===== src/rtl/branch_resolve_queue.sv =====
// -----------------------------------------------------------------------------
// branch_resolve_queue
//
// Update side of the branch history table. Every prediction issued at fetch is
// queued in program order; when the oldest branch resolves, its queued
// prediction is compared with the real outcome. The result drives a one-cycle
// table write-back, flags mispredicts (flushing all younger wrong-path entries)
// and feeds two saturating accuracy counters.
//
// Ports:
//   clk           rising-edge clock
//   reset         asynchronous, active-low reset
//   pred_valid    prediction presented this cycle
//   pred_pc       branch PC of the prediction (9 bits)
//   pred_taken    predicted direction
//   pred_ready    queue can accept a prediction (not full)
//   res_valid     oldest in-flight branch resolved this cycle
//   res_taken     actual direction
//   upd_valid     one-cycle table write strobe
//   upd_index     table index to update (low PC bits of the resolved entry)
//   upd_taken     outcome to write
//   mispredict    one-cycle pulse, coincident with upd_valid
//   occupancy     number of queued predictions
//   total_cnt     resolved branches, saturating
//   miss_cnt      mispredicted branches, saturating
//   underflow_err sticky: resolution seen while the queue was empty
// -----------------------------------------------------------------------------
module branch_resolve_queue #(
   parameter int M     = 64,   // history table entries (at most 512: index comes from a 9-bit PC)
   parameter int DEPTH = 8,    // in-flight entries, power of two, >= 2
   parameter int CNT_W = 16    // accuracy counter width
) (
   input  logic                     clk,
   input  logic                     reset,
   input  logic                     pred_valid,
   input  logic [8:0]               pred_pc,
   input  logic                     pred_taken,
   output logic                     pred_ready,
   input  logic                     res_valid,
   input  logic                     res_taken,
   output logic                     upd_valid,
   output logic [$clog2(M)-1:0]     upd_index,
   output logic                     upd_taken,
   output logic                     mispredict,
   output logic [$clog2(DEPTH):0]   occupancy,
   output logic [CNT_W-1:0]         total_cnt,
   output logic [CNT_W-1:0]         miss_cnt,
   output logic                     underflow_err
);

   localparam int ADDR_BITS = $clog2(M);
   localparam int PTR_W     = $clog2(DEPTH);
   localparam int OCC_W     = PTR_W + 1;

   localparam logic [OCC_W-1:0] OCC_FULL = OCC_W'(DEPTH);
   localparam logic [CNT_W-1:0] CNT_MAX  = '1;
   localparam logic [PTR_W-1:0] PTR_ONE  = PTR_W'(1);
   localparam logic [OCC_W-1:0] OCC_ONE  = OCC_W'(1);

   // Each entry is {table index, predicted direction}. The head entry is read
   // combinationally so a mispredict can flush on the same edge as the pop.
   logic [ADDR_BITS:0]   mem [DEPTH];
   logic [PTR_W-1:0]     wr_ptr_reg;
   logic [PTR_W-1:0]     rd_ptr_reg;
   logic [OCC_W-1:0]     occ_reg;

   logic [ADDR_BITS:0]   head_entry;
   logic [ADDR_BITS-1:0] head_index;
   logic                 head_taken;
   logic                 queue_empty;
   logic                 push_req;
   logic                 pop_en;
   logic                 miss_en;
   logic                 push_en;

   // Only the low PC bits address the table; the rest are intentionally unused.
   generate
      if (ADDR_BITS < 9) begin : g_pc_unused
         logic unused_pc_bits;
         assign unused_pc_bits = ^pred_pc[8:ADDR_BITS];
      end
   endgenerate

   assign head_entry  = mem[rd_ptr_reg];
   assign head_index  = head_entry[ADDR_BITS:1];
   assign head_taken  = head_entry[0];

   assign queue_empty = (occ_reg == '0);
   // No full bypass: a pop in the same cycle does not make room for a push.
   assign pred_ready  = (occ_reg != OCC_FULL);
   assign occupancy   = occ_reg;

   assign push_req    = pred_valid && pred_ready;
   assign pop_en      = res_valid && !queue_empty;
   assign miss_en     = pop_en && (head_taken != res_taken);
   // A push arriving alongside a mispredict is on the wrong path.
   assign push_en     = push_req && !miss_en;

   always_ff @(posedge clk) begin
      if (push_en) begin
         mem[wr_ptr_reg] <= {pred_pc[ADDR_BITS-1:0], pred_taken};
      end
   end

   always_ff @(posedge clk or negedge reset) begin
      if (!reset) begin
         wr_ptr_reg <= '0;
         rd_ptr_reg <= '0;
         occ_reg    <= '0;
      end else begin
         if (push_en) begin
            wr_ptr_reg <= wr_ptr_reg + PTR_ONE;
         end
         if (miss_en) begin
            // Flush: everything younger than the mispredicted branch is dropped.
            // The write pointer does not move (the concurrent push was dropped).
            rd_ptr_reg <= wr_ptr_reg;
            occ_reg    <= '0;
         end else begin
            if (pop_en) begin
               rd_ptr_reg <= rd_ptr_reg + PTR_ONE;
            end
            case ({push_en, pop_en})
               2'b10:   occ_reg <= occ_reg + OCC_ONE;
               2'b01:   occ_reg <= occ_reg - OCC_ONE;
               default: occ_reg <= occ_reg;
            endcase
         end
      end
   end

   // Write-back and statistics are all registered from the pop edge, so the
   // counters show their new values in the same cycle as upd_valid.
   always_ff @(posedge clk or negedge reset) begin
      if (!reset) begin
         upd_valid     <= 1'b0;
         upd_index     <= '0;
         upd_taken     <= 1'b0;
         mispredict    <= 1'b0;
         total_cnt     <= '0;
         miss_cnt      <= '0;
         underflow_err <= 1'b0;
      end else begin
         upd_valid  <= pop_en;
         mispredict <= miss_en;
         if (pop_en) begin
            upd_index <= head_index;
            upd_taken <= res_taken;
            if (total_cnt != CNT_MAX) begin
               total_cnt <= total_cnt + 1'b1;
            end
         end
         if (miss_en && (miss_cnt != CNT_MAX)) begin
            miss_cnt <= miss_cnt + 1'b1;
         end
         if (res_valid && queue_empty) begin
            underflow_err <= 1'b1;
         end
      end
   end

endmodule

===== config.mk =====
export PLATFORM = sky130hd
export DESIGN_NAME = branch_resolve_queue
export DESIGN_NICKNAME = d
export VERILOG_FILES = /design/src/rtl/branch_resolve_queue.sv
export SDC_FILE = /design/constraint.sdc
export NUM_CORES = 1
export LEC_CHECK = 0
export ABC_CLOCK_PERIOD_IN_PS = 3500
export BUFFER_PORTS_ARGS = -buffer_cell sky130_fd_sc_hd__buf_2
export CAP_MARGIN = 20
export CORE_UTILIZATION = 25
export CTS_CLUSTER_DIAMETER = 200
export CTS_CLUSTER_SIZE = 30
export DETAILED_ROUTE_END_ITERATION = 10
export GPL_TIMING_DRIVEN = 0
export PLACE_DENSITY_LB_ADDON = 0.12
export SYNTH_ARGS = -nofsm -noshare
export SYNTH_HDL_FRONTEND = slang
export SYNTH_SLANG_ARGS = --single-unit

===== constraint.sdc =====
create_clock -name clk -period 3.5 [get_ports clk]
set_input_delay 0 -clock clk [delete_from_list [all_inputs] [get_ports clk]]
set_output_delay 0 -clock clk [all_outputs]
set_load 0.05 [all_outputs]

==> metrics.txt <==
mux share of post-synthesis cell area 0.0865; Synth Area in Compound Gates 0.0638; Final Wtd Congestion 0.734; H-tree depth 3; clock power share 0.230; area delta synth->final 22.7%; clk sinks 108; initial antenna violation count 0; proportion of layout cells with a drive suffix above 1 0.284; Die Y 143 µm; most frequent cells in the layout buf_2, edfxtp_1, dfrtp_1; via/cell ratio 4.35; Startpoint Class flop; Sw Ratio 0.408; biggest regs mem x56, miss_cnt x16, total_cnt x16; pin count of the biggest net entering global routing 33; core footprint 19400 µm²; Max VDD drop 0.312 mV; RSZ-0062 raised after global routing no; status complete, no violations; Design Area, Final 6070 µm²; Worst-Margin Slew between 0.7 and 0.8 ns; Final Hold Viols 0; Post-Syn Instances 363; fin cells just over 700; Starting Density 0.255; first-pass GRT wire length 17800 µm; largest family of logic cells by synthesized area simple AND/OR/NAND/NOR gates; most flop-heavy register mem; CP top delay family compound AO/OA/AOI/OAI gates; vias in the first global route 3111; Tightest Hold Check Type in -> reg; LEAKAGE 0.00246 µW; fillers around 2000; Overall Global Routing Usage 0.118; reg2reg setup slack 0.22 ns; Worst EP arrival 3.55 ns; Yosys warnings 0; most frequent cell on the critical path and4_1; DP Cell Count 690; Post-Synth Adder-Cell Area 0.0152; max reg flops between 50 and 60; I/O Pins 62; number of synthesized register bits 108; most common cell after layout, fill and taps aside buf_2; Post-Synth Simple-Gate Area 0.145; register share of total power 0.357; # port buffers 56; Tmin final 3.28 ns; post-DR wirelength/cell 15.7 µm; clock buffer count from CTS 9; routed vias slightly above 3000; ys async rst share 0.481; critical-path cell list clkbuf_2 > o41ai_4 > buf_4 > nor2_1 > nand3_1 > o21a_4 > buf_6 > a21oi_4 > ha_1 > nand4_1 > a211o_1 > and4_1 > and4_1 > o32ai_2; Congestion Overflow GR 0; sequential cell area fraction in the yosys report 0.603; syn_nets 384; Final Max Slew Viols 0; clock slew at reported path FFs approximately 0.080 ns; Avg Cell Area, Syn 13.6 µm²; root buf cell clkbuf_16; Pint 2990 µW; clk buf depth 2; Slew Limit Headroom 0.469; Critical path buffers and inverters 3; Critical Path Max Stage Delay approximately 0.43 ns; synthesized cell area 4940 µm²; initial drt markers between 100 and 150; f_max between 300 and 400 MHz; DR DRC count 0; Netlist cell types 60; Post-DRT Antenna Nets 0; Post-synth EDFFs 56; XOR/XNOR Fraction of Synth Area 0.0617; Initial DRT Pass Iterations 4; Die Span X 143 µm; CTS tree built; Worst-Skew Late Latency 0.35 ns; Net Sw Power slightly above 2000 µW; Antenna diodes 0; FP Rows 51; Fin Clk Skew 0.00497 ns; Crit Path Category reg -> reg; Main synth FF type edfxtp_1; CP max stage cell ha_1; DIE AREA 20300 µm²; crit end category flop; combinational fraction of design power 0.413; worst endpoint required time between 3 and 4 ns; max cap viols 0; pwr/cell area 831 nW/µm²; nets 466; wirelength, routed 11200 µm; Final Cycle Share 0.937; Crit Path Max Fanout 10; DP Area 5630 µm²; # setup viols final 0; detailed placement HPWL 7920 µm
[synth_stat cells, types with 3 or more instances]
master | number | area share
a21oi_1 | 5 | 0.0051
a31oi_1 | 3 | 0.0038
and2_1 | 4 | 0.0051
and3_1 | 6 | 0.0076
and4_1 | 10 | 0.018
buf_2 | 3 | 0.0030
buf_6 | 3 | 0.0068
clkbuf_1 | 8 | 0.0061
dfrtp_1 | 52 | 0.26
edfxtp_1 | 56 | 0.34
ha_1 | 6 | 0.015
inv_1 | 4 | 0.0030
mux2i_1 | 12 | 0.024
mux4_2 | 12 | 0.055
nand2_1 | 36 | 0.027
nand2b_1 | 3 | 0.0038
nand3_1 | 14 | 0.014
nand4_1 | 8 | 0.010
nor2_1 | 16 | 0.012
nor2b_1 | 5 | 0.0063
nor3_1 | 3 | 0.0030
nor3_2 | 5 | 0.010
nor4_1 | 3 | 0.0038
o21ai_0 | 10 | 0.010
xnor2_1 | 17 | 0.030
xor2_1 | 16 | 0.028
[per-layer routing]
layer / vias to the layer above / share of wire / global-route usage
li1: 1513 / - / -
met5: - / 0 / 0
met1: 1530 / 0.47 / 0.152
met3: 11 / 0.039 / 0.0302
met2: 55 / 0.47 / 0.190
met4: 0 / 0.014 / 0.0441
[tightest hold or removal path, stage by stage]
cell and delay, ns:
clkbuf_1 0.17, nand2_1 0.16, nand2_1 0.06
[logic make-up (layout without fill, tap and decap cells)]
family | Yosys count | after routing
mux | 27 | 27
buf+inv | 24 | 111
flops | 108 | 108
simple gates | 125 | 125
fa+ha+maj | 6 | 6
compound gates | 39 | 39
xor+xnor | 34 | 34
[metrics by stage]
| stage | setup TNS, ns | hold WS (ns) | setup WS [ns] | util | total power (µW) |
|---|---|---|---|---|---|
| final | 0 | 0.0719 | 0.219 | 0.313 | 5040 |
| after global routing | 0 | 0.116 | 0.0259 | 0.313 | 5360 |
| after CTS | 0 | 0.0733 | 0.141 | 0.313 | 5140 |
| after detailed placement | -0.117 | 0.0153 | -0.117 | 0.290 | 3940 |
| after global placement | -10.99 | 0.271 | -0.551 | 0.286 | 3900 |
| after floorplan | 0 | -0.296 | 0.256 | - | 3370 |
[worst paths after layout]
check,start,endpoint,cells past startpoint
min in group asynchronous,reset,total_cnt[8],2
worst max register to register,occupancy[3],occupancy[3],14
worst max-delay path,occupancy[3],occupancy[3],14
worst min-delay path,res_taken,upd_taken,3
worst min register to register,underflow_err,underflow_err,1
max in group asynchronous,reset,miss_cnt[13],3
[final cells by class]
class                           instances  area, µm²  area share
Multi-Input combinational cell        231       1860       0.307
Tap cell                              265        332      0.0546
Buffer                                 17       95.1      0.0157
Inverter                                6       22.5     0.00371
Clock inverter                          7        114      0.0188
Clock buffer                            9        225      0.0371
Timing Repair Buffer                   72        433      0.0713
Sequential cell                       108       2980       0.492
[power groups by stage]
stage,Combinational [µW],Sequential (µW),Clock (µW)
floorplan,1130,2230,0
global placement,2090,1810,0
detailed placement,2120,1820,0
CTS,2120,1810,1210
global route,2260,1840,1250
finish,2080,1800,1160
[repair_timing]
item / CTS / global route
gates cloned: 0 / 0
resized for setup: 0 / 1
hold endpoints to repair: 77 / 0
endpoints found under the setup margin: 1 / 1
pin swaps: 1 / 0
hold buffers: 9 / 0
setup buffers: 1 / 0
Power figures use the tool's default switching activity.
